--- src/rtl/wb_arb_pkg.sv ---
// Shared types and helpers for the N-master Wishbone arbiter.
package wb_arb_pkg;

  typedef enum logic {
    ARB_IDLE = 1'b0,
    ARB_BUSY = 1'b1
  } arb_state_e;

  localparam bit ARB_FIXED = 1'b0;
  localparam bit ARB_RR    = 1'b1;

  localparam int unsigned MAX_MASTERS = 8;

  function automatic logic [MAX_MASTERS-1:0] idx_to_onehot(input int unsigned idx);
    return MAX_MASTERS'(1) << idx;
  endfunction

endpackage

--- src/rtl/wb_arbiter_n_if.sv ---
// Bus bundle for the arbiter: the slave modport faces the masters,
// the master modport faces the downstream interconnect.
interface wb_arbiter_n_if #(
  parameter int N_MASTERS = 2,
  parameter int ADDR_W    = 32,
  parameter int DATA_W    = 32
);

  logic [N_MASTERS-1:0]        m_cyc;
  logic [N_MASTERS-1:0]        m_stb;
  logic [N_MASTERS-1:0]        m_we;
  logic [N_MASTERS*ADDR_W-1:0] m_adr;
  logic [N_MASTERS*DATA_W-1:0] m_dat_o;
  logic [DATA_W-1:0]           m_dat_i;
  logic [N_MASTERS-1:0]        m_ack;
  logic [N_MASTERS-1:0]        m_err;
  logic [N_MASTERS-1:0]        grant;

  logic                        s_cyc;
  logic                        s_stb;
  logic                        s_we;
  logic [ADDR_W-1:0]           s_adr;
  logic [DATA_W-1:0]           s_dat_o;
  logic [DATA_W-1:0]           s_dat_i;
  logic                        s_ack;

  modport slave (
    input  m_cyc, m_stb, m_we, m_adr, m_dat_o,
    output m_dat_i, m_ack, m_err, grant
  );

  modport master (
    output s_cyc, s_stb, s_we, s_adr, s_dat_o,
    input  s_dat_i, s_ack
  );

endinterface

--- src/rtl/wb_arb_picker.sv ---
// Combinational winner search: highest-index fixed priority, or round-robin
// starting just after the previous winner.
module wb_arb_picker
  import wb_arb_pkg::*;
#(
  parameter int N_MASTERS = 2,
  localparam int IdxW     = $clog2(N_MASTERS)
) (
  input  logic [N_MASTERS-1:0] i_req,
  input  logic [IdxW-1:0]      i_rr_last,
  input  logic                 i_mode,
  output logic [N_MASTERS-1:0] o_onehot,
  output logic [IdxW-1:0]      o_idx
);

  logic w_found;
  int   w_j;

  always_comb begin
    o_onehot = '0;
    o_idx    = '0;
    w_found  = 1'b0;
    w_j      = 0;
    if (i_mode == ARB_RR) begin
      for (int k = 1; k <= N_MASTERS; k++) begin
        w_j = int'(i_rr_last) + k;
        if (w_j >= N_MASTERS) w_j = w_j - N_MASTERS;
        if (!w_found && i_req[w_j]) begin
          w_found = 1'b1;
          o_idx   = IdxW'(w_j);
        end
      end
    end else begin
      // Ascending scan so the highest requesting index is the last write.
      for (int k = 0; k < N_MASTERS; k++) begin
        if (i_req[k]) begin
          w_found = 1'b1;
          o_idx   = IdxW'(k);
        end
      end
    end
    if (w_found) o_onehot = N_MASTERS'(idx_to_onehot(32'(o_idx)));
  end

endmodule

--- src/rtl/wb_arbiter_n.sv ---
// N-master to 1-slave Wishbone B4 arbiter with grant locked for the whole
// CYC, fixed-priority or round-robin selection and an optional stall timeout.
module wb_arbiter_n
  import wb_arb_pkg::*;
#(
  parameter int N_MASTERS = 2,
  parameter int ADDR_W    = 32,
  parameter int DATA_W    = 32,
  parameter int RR_MODE   = 0,
  parameter int TIMEOUT   = 0
) (
  input  logic            clk,
  input  logic            rst,
  wb_arbiter_n_if.slave   io_m,
  wb_arbiter_n_if.master  io_s
);

  localparam int IdxW        = $clog2(N_MASTERS);
  localparam int CntW        = (TIMEOUT > 1) ? $clog2(TIMEOUT) : 1;
  localparam int TimeoutLast = (TIMEOUT > 0) ? TIMEOUT - 1 : 0;
  localparam bit Mode        = (RR_MODE != 0) ? ARB_RR : ARB_FIXED;

  arb_state_e           r_state, w_state_nxt;
  logic [N_MASTERS-1:0] r_grant, w_grant_nxt;
  logic [IdxW-1:0]      r_gidx, w_gidx_nxt;
  logic [IdxW-1:0]      r_rr_last, w_rr_last_nxt;
  logic [CntW-1:0]      r_cnt, w_cnt_nxt;

  logic [N_MASTERS-1:0] w_win_oh;
  logic [IdxW-1:0]      w_win_idx;
  logic                 w_busy;
  logic                 w_g_cyc;
  logic                 w_g_stb;
  logic                 w_timeout;

  wb_arb_picker #(
    .N_MASTERS (N_MASTERS)
  ) u_picker (
    .i_req     (io_m.m_cyc),
    .i_rr_last (r_rr_last),
    .i_mode    (Mode),
    .o_onehot  (w_win_oh),
    .o_idx     (w_win_idx)
  );

  assign w_busy  = (r_state == ARB_BUSY);
  assign w_g_cyc = w_busy & io_m.m_cyc[r_gidx];
  assign w_g_stb = w_busy & io_m.m_stb[r_gidx];

  // An ACK landing on the final allowed cycle beats the timeout.
  assign w_timeout = (TIMEOUT > 0) && w_g_cyc && w_g_stb && !io_s.s_ack &&
                     (r_cnt == CntW'(TimeoutLast));

  always_comb begin
    io_s.s_cyc   = w_g_cyc & ~w_timeout;
    io_s.s_stb   = w_g_stb & ~w_timeout;
    io_s.s_we    = w_busy & io_m.m_we[r_gidx];
    io_s.s_adr   = '0;
    io_s.s_dat_o = '0;
    if (w_busy) begin
      io_s.s_adr   = io_m.m_adr[int'(r_gidx)*ADDR_W +: ADDR_W];
      io_s.s_dat_o = io_m.m_dat_o[int'(r_gidx)*DATA_W +: DATA_W];
    end
    io_m.m_dat_i = io_s.s_dat_i;
    io_m.m_ack   = (w_busy && io_s.s_ack) ? (r_grant & io_m.m_stb) : '0;
    io_m.m_err   = w_timeout ? r_grant : '0;
    io_m.grant   = r_grant;
  end

  always_comb begin
    w_state_nxt   = r_state;
    w_grant_nxt   = r_grant;
    w_gidx_nxt    = r_gidx;
    w_rr_last_nxt = r_rr_last;
    w_cnt_nxt     = '0;
    unique case (r_state)
      ARB_IDLE: begin
        if (|io_m.m_cyc) begin
          w_state_nxt   = ARB_BUSY;
          w_grant_nxt   = w_win_oh;
          w_gidx_nxt    = w_win_idx;
          w_rr_last_nxt = w_win_idx;
        end
      end
      ARB_BUSY: begin
        if (!w_g_cyc || w_timeout) begin
          w_state_nxt = ARB_IDLE;
          w_grant_nxt = '0;
          w_gidx_nxt  = '0;
        end else if ((TIMEOUT > 0) && w_g_stb && !io_s.s_ack) begin
          w_cnt_nxt = r_cnt + CntW'(1);
        end
      end
      default: begin
        w_state_nxt = ARB_IDLE;
        w_grant_nxt = '0;
      end
    endcase
  end

  always_ff @(posedge clk or posedge rst) begin
    if (rst) begin
      r_state   <= ARB_IDLE;
      r_grant   <= '0;
      r_gidx    <= '0;
      r_rr_last <= IdxW'(N_MASTERS - 1);
      r_cnt     <= '0;
    end else begin
      r_state   <= w_state_nxt;
      r_grant   <= w_grant_nxt;
      r_gidx    <= w_gidx_nxt;
      r_rr_last <= w_rr_last_nxt;
      r_cnt     <= w_cnt_nxt;
    end
  end

endmodule

--- src/flat_wrapper.sv ---
// flat-port wrapper written by rule: the top's interface ports become plain ports
module wb_arbiter_n_flat import wb_arb_pkg::*;
#(
  parameter int N_MASTERS = 2,
  parameter int ADDR_W    = 32,
  parameter int DATA_W    = 32,
  parameter int RR_MODE   = 0,
  parameter int TIMEOUT   = 0
)
  (clk, rst, io_m_m_cyc, io_m_m_stb, io_m_m_we, io_m_m_adr, io_m_m_dat_o, io_m_m_dat_i, io_m_m_ack, io_m_m_err, io_m_grant, io_s_s_cyc, io_s_s_stb, io_s_s_we, io_s_s_adr, io_s_s_dat_o, io_s_s_dat_i, io_s_s_ack);
  wb_arbiter_n_if #(.N_MASTERS(N_MASTERS), .ADDR_W(ADDR_W), .DATA_W(DATA_W)) io_m_i ();
  wb_arbiter_n_if #(.N_MASTERS(N_MASTERS), .ADDR_W(ADDR_W), .DATA_W(DATA_W)) io_s_i ();
  input  logic clk;
  input  logic rst;
  input wire logic [$bits(io_m_i.m_cyc)-1:0] io_m_m_cyc;
  input wire logic [$bits(io_m_i.m_stb)-1:0] io_m_m_stb;
  input wire logic [$bits(io_m_i.m_we)-1:0] io_m_m_we;
  input wire logic [$bits(io_m_i.m_adr)-1:0] io_m_m_adr;
  input wire logic [$bits(io_m_i.m_dat_o)-1:0] io_m_m_dat_o;
  output wire logic [$bits(io_m_i.m_dat_i)-1:0] io_m_m_dat_i;
  output wire logic [$bits(io_m_i.m_ack)-1:0] io_m_m_ack;
  output wire logic [$bits(io_m_i.m_err)-1:0] io_m_m_err;
  output wire logic [$bits(io_m_i.grant)-1:0] io_m_grant;
  output wire logic [$bits(io_s_i.s_cyc)-1:0] io_s_s_cyc;
  output wire logic [$bits(io_s_i.s_stb)-1:0] io_s_s_stb;
  output wire logic [$bits(io_s_i.s_we)-1:0] io_s_s_we;
  output wire logic [$bits(io_s_i.s_adr)-1:0] io_s_s_adr;
  output wire logic [$bits(io_s_i.s_dat_o)-1:0] io_s_s_dat_o;
  input wire logic [$bits(io_s_i.s_dat_i)-1:0] io_s_s_dat_i;
  input wire logic [$bits(io_s_i.s_ack)-1:0] io_s_s_ack;
  assign io_m_i.m_cyc = io_m_m_cyc;
  assign io_m_i.m_stb = io_m_m_stb;
  assign io_m_i.m_we = io_m_m_we;
  assign io_m_i.m_adr = io_m_m_adr;
  assign io_m_i.m_dat_o = io_m_m_dat_o;
  assign io_m_m_dat_i = io_m_i.m_dat_i;
  assign io_m_m_ack = io_m_i.m_ack;
  assign io_m_m_err = io_m_i.m_err;
  assign io_m_grant = io_m_i.grant;
  assign io_s_s_cyc = io_s_i.s_cyc;
  assign io_s_s_stb = io_s_i.s_stb;
  assign io_s_s_we = io_s_i.s_we;
  assign io_s_s_adr = io_s_i.s_adr;
  assign io_s_s_dat_o = io_s_i.s_dat_o;
  assign io_s_i.s_dat_i = io_s_s_dat_i;
  assign io_s_i.s_ack = io_s_s_ack;
  wb_arbiter_n #(.N_MASTERS(N_MASTERS), .ADDR_W(ADDR_W), .DATA_W(DATA_W), .RR_MODE(RR_MODE), .TIMEOUT(TIMEOUT)) u_core (.clk(clk), .rst(rst), .io_m(io_m_i), .io_s(io_s_i));
endmodule
--- config.mk ---
export PLATFORM = sky130hd
export DESIGN_NAME = wb_arbiter_n_flat
export DESIGN_NICKNAME = d
export VERILOG_FILES = /design/src/rtl/wb_arb_pkg.sv /design/src/rtl/wb_arbiter_n_if.sv /design/src/rtl/wb_arb_picker.sv /design/src/rtl/wb_arbiter_n.sv /design/src/flat_wrapper.sv
export SDC_FILE = /design/constraint.sdc
export NUM_CORES = 1
export LEC_CHECK = 0
export CAP_MARGIN = 10
export CORE_AREA = 2 2 107 109
export CTS_CLUSTER_DIAMETER = 80
export CTS_CLUSTER_SIZE = 10
export DETAILED_ROUTE_END_ITERATION = 16
export DIE_AREA = 0 0 109 111
export GPL_ROUTABILITY_DRIVEN = 0
export PLACE_DENSITY_LB_ADDON = 0.15
export SLEW_MARGIN = 20
export SYNTH_ARGS = -nofsm -noshare
export SYNTH_HDL_FRONTEND = slang
export SYNTH_SLANG_ARGS = --single-unit
--- constraint.sdc ---
create_clock -name clk -period 1.3 [get_ports clk]
set_input_delay 0.26 -clock clk [delete_from_list [all_inputs] [get_ports clk]]
set_output_delay 0.26 -clock clk [all_outputs]
set_load 0.01 [all_outputs]
After elaboration in Yosys (flattened, before gate mapping)
Index checks and enable logic that the tools add are counted.

Bits in registers: 4. Bits of input ports: 169. Word-level logic and storage cells: 39.

Magnitude comparators: 1. Equality and inequality tests: 2. Shift operators: 3. Multiplexer cells: 22. Bitwise operators: 5. Reductions and logical operators: 3.

Operators with widths (count): 64-bit by 7-bit variable part select with 32-bit output (2); 32-bit two-way mux (2); 1-bit two-way mux (13); 2-bit two-way mux (4); 1-bit case mux with 2 select lines (2); 2-bit case mux with 2 select lines (1); 1-bit bitwise AND (3); 2-bit bitwise AND (1); 1-bit by 2-bit < comparator with 1-bit output (second input constant) (1); 2-bit by 1-bit inequality test with 1-bit output (second input constant) (1); 2-bit inequality test (second input constant) (1); 2-bit AND reduction (1); 2-bit OR reduction (1); 1-bit by 1-bit left shift with 2-bit output (first input constant) (1); 1-bit logical AND (1); 1-bit inverter (1).

Logic depth before layout (Yosys ltp)
Gate-level depths: netlist of run 1.

Word-level depth: 5. Gate-level depth with buffers: 5. Gate-level depth less buffers: 3.

Cells and area by module
Synthesis of run 1 repeated with hierarchy kept, for this count alone.

Cell total of the unflattened synthesis: 212. Area, all modules: 1594.0 um^2.

By module, submodules not included: wb_arbiter_n (instances 1, cells an instance 207, area an instance 1566.5 um^2); wb_arb_picker (instances 1, cells an instance 5, area an instance 27.5 um^2).

Worst setup path before layout of run 1
Ideal clock, no wire load.

Path type: register to output. Start: reg u_core.r_gidx. End: out io_s_s_adr[23]. Arrival time: 1.069 ns. Data required time: 1.040 ns. Path slack: -0.029 ns. Stages on the path, launching flop included: 6. Cell sequence: dfrtp_1 > buf_4 > buf_8 > buf_8 > mux2i_1 > nor2b_1.

Longest elaborated chain between the ends: 2.

Ends and longest elaborated chain: from (decl) (RTL line wb_arbiter_n.sv:25) `logic [IdxW-1:0] r_gidx, w_gidx_nxt;`; from (signal assigned) (RTL line wb_arbiter_n.sv:111) `r_gidx <= w_gidx_nxt;`; 64-bit by 7-bit variable part select with 32-bit output (RTL line wb_arbiter_n.sv:61) `io_s.s_adr = io_m.m_adr[int'(r_gidx)*ADDR_W +: ADDR_W];`; 32-bit two-way mux (RTL line wb_arbiter_n.sv:60) `if (w_busy) begin`; to (decl) (RTL line flat_wrapper.sv:27) `output wire logic [$bits(io_s_i.s_adr)-1:0] io_s_s_adr;`.

No other way between the ends.

Worst setup path in the final report of run 1
Start: reg u_core.r_gidx. End: out io_s_s_adr[2].

Same word-level chain as after synthesis.

==> results of run 1 <==
## what timing repair did
action	CTS	global route
hold endpoints to repair	0	0
endpoints found under the setup margin	71	73
buffers inserted	12	3
pin swaps	4	2
hold buffers	0	0
cloned	2	2
gates resized for setup	298	8
## stage by stage
stage                     cell area, sq um  utilization [%]  cells
after floorplan                       1660                -    208
after global placement                3760             33.9    526
after detailed placement              3760             33.9    526
after CTS                             3740             33.7    544
after global routing                  3810             34.4    545
final                                 3810             34.4    545
## where the power goes
group          internal, uW  total (uW)  switching (uW)
combinational          1770        2940            1180
sequential              160         194            33.7
clock                   405         496            90.2
## kinds of logic (layout without fill, tap and decap cells)
group | after synthesis | after routing | share of synthesized area [%]
buffers and inverters | 53 | 247 | 22.7
and+or+nand+nor | 75 | 75 | 28.1
DFF | 4 | 4 | 6.06
AOI/OAI and AO/OA | 8 | 8 | 2.95
other | 1 | 2 | 0.227
muxes | 66 | 66 | 40.0
## area by class of cell
cell class                 count  area (sq um)  area share, %
sequential                     4           105           2.76
multi-input combinational    151          1210           31.8
clock buffer                   4          78.8           2.07
inverter                       3          11.3          0.296
tap                          143           179           4.70
timing repair buffer         240          2220           58.4
## per-layer routing
layer,vias up,global-route usage (%),part of all wire (%)
met1,921,11.7,35
met3,12,2.35,9.9
met2,112,22.5,53
met5,-,0,0
met4,0,2.31,1.3
li1,1042,-,-
## cell usage in the layout, fill, tap and decap left out, drive strengths merged, types with 3 or more instances in the layout
cell and instances:
dfrtp 4, o21ai 4, mux2i 66, clkbuf 6
nor2b 68, clkdlybuf4s50 136, inv 3, buf 99
## critical path, cell delays in order (launching register included)
cell     delay [ns]
dfrtp_4        0.49
buf_12         0.17
buf_12         0.15
mux2i_1        0.13
nor2b_1        0.11
buf_2          0.14
## flip-flops by register name, summed over array words and instances, names as in the netlist
signal             cells
u_core.io_m.grant      2
u_core.r_gidx          1
u_core.r_state         1
## worst max path at each step
stage,start,endpoint,depth (start not counted)
after floorplan,u_core.r_gidx,io_s_s_adr[23],5
after global placement,io_m_m_cyc[0],io_s_s_cyc,5
after detailed placement,io_m_m_cyc[0],io_s_s_cyc,5
after CTS,u_core.r_gidx,io_s_s_adr[2],5
after global routing,u_core.r_gidx,io_s_s_adr[15],5
final,u_core.r_gidx,io_s_s_adr[2],5
==> flow_summary.toml, run 1 <==
[run_status]
status = "finished with violations"
failed_checks = "setup timing"

[sta]
layout_setup_ws_ns = -0.388
fmax_mhz = 593
hold_slack_ns = 0.221
rsz0062_at_grt = "yes"
setup_viol = 69
hold_violations = 0
min_period_ns = 1.69
finClkSkew_ns = 0.00177
period_share_pct = 130
slew_viol_final = 0
fin_setup_tns_ns = -22.92

[synth]
synth_area_leaders = "mux2i_1 40%, nor2b_1 26%, buf_4 18%"
synth_area_leader_cell = "mux2i_1"
netlist_top_cells_count = "68 x nor2b_1, 66 x mux2i_1, 40 x buf_4, 6 x clkbuf_1, 4 x dfrtp_1"
yosysWarnings = 0
synth_seq_cells = 4
synthArstFlopShare_pct = 100
synth_cells = 207
ys_seq_area_share_pct = 6.06
postSynthAreaPerCell_sq_um = 7.98
yosys.area.top_type_share_pct = 40.0
synth-edff-count = 0
synth_cell_types = 20
synth.most_common_cell = "nor2b_1"
ys_dominant_reg_cell = "dfrtp_1"
netlist_area_sq_mm = 0.00165

[drt]
dr.pass1.iters = 3
vias = 2087
wl_per_cell_um = 13.6
drc = 0
viasPerCell = 3.83
routed_wl_um = 7400
antenna_left = 0
dr.first_iter.drc_count = 32

[global_routing]
grt_pass1_wl_um = 11000
grt_pass1_vias = 2172
grtUsageTotal_pct = 11.3
antenna_found_initial = 0
grt_start_max_net_pins = 21
gr-total-overflow = 0

[clocking]
cts_num_sinks = 4
clockRootBuffer = "clkbuf_16"
worstSkewPairLatency_ns = 0.22
cts.clk_slew.worst_paths_ns = 0.03
cts_tree = "built"
clockBufferDepth = 2
cts_buffers = 3
cts_max_level = 1

[setup_path]
crit_path_end_kind = "output pin"
cp_max_fo = 11
reg2reg_slack_ns = 0.01
r2r_end = "u_core.r_state"
arrival_ns = 1.43
critPathKind = "reg -> out"
worstSetupStartpointType = "flip-flop"
reg2reg_depth = 6
worstPathRequired_ns = 1.04
timing.rr.start = "u_core.r_gidx"

[floorplan]
core_area_sq_mm = 0.0111
io_pins = 274
rows = 39
die_height_um = 111
dieArea_sq_mm = 0.0121
start_util_pct = 14.9
die_width_um = 109

[job]
maxCapViolCount = 0

[final_layout]
nNetsFinal = 572
diodes = 0
drive_gt1_share_pct = 27.9
area_growth_pct = 130
fillers = 1178

[power_and_ir_drop]
p_total_uw = 3630
ir_worst_vdd_v = 0.000378
power.leakage_uw = 0.00177
power_density_mw_per_mm2 = 954

[placement]
dp_slack_ns = -0.609
port-buffer-count = 207
hpwl_um = 5710

[worst_hold_path]
hold_class = "in -> async"
Power figures use the tool's default switching activity.
==> run 2, diff against run 1 <==
SLEW_MARGIN = 10   (was 20)
==> results of run 2 <==
The final DEF is identical to that of run 1; final timing and power are the same.
==> run 3, diff against run 2 <==
GPL_ROUTABILITY_DRIVEN = 1   (was 0)
==> results of run 3 <==
The final DEF is identical to that of run 1; final timing and power are the same.
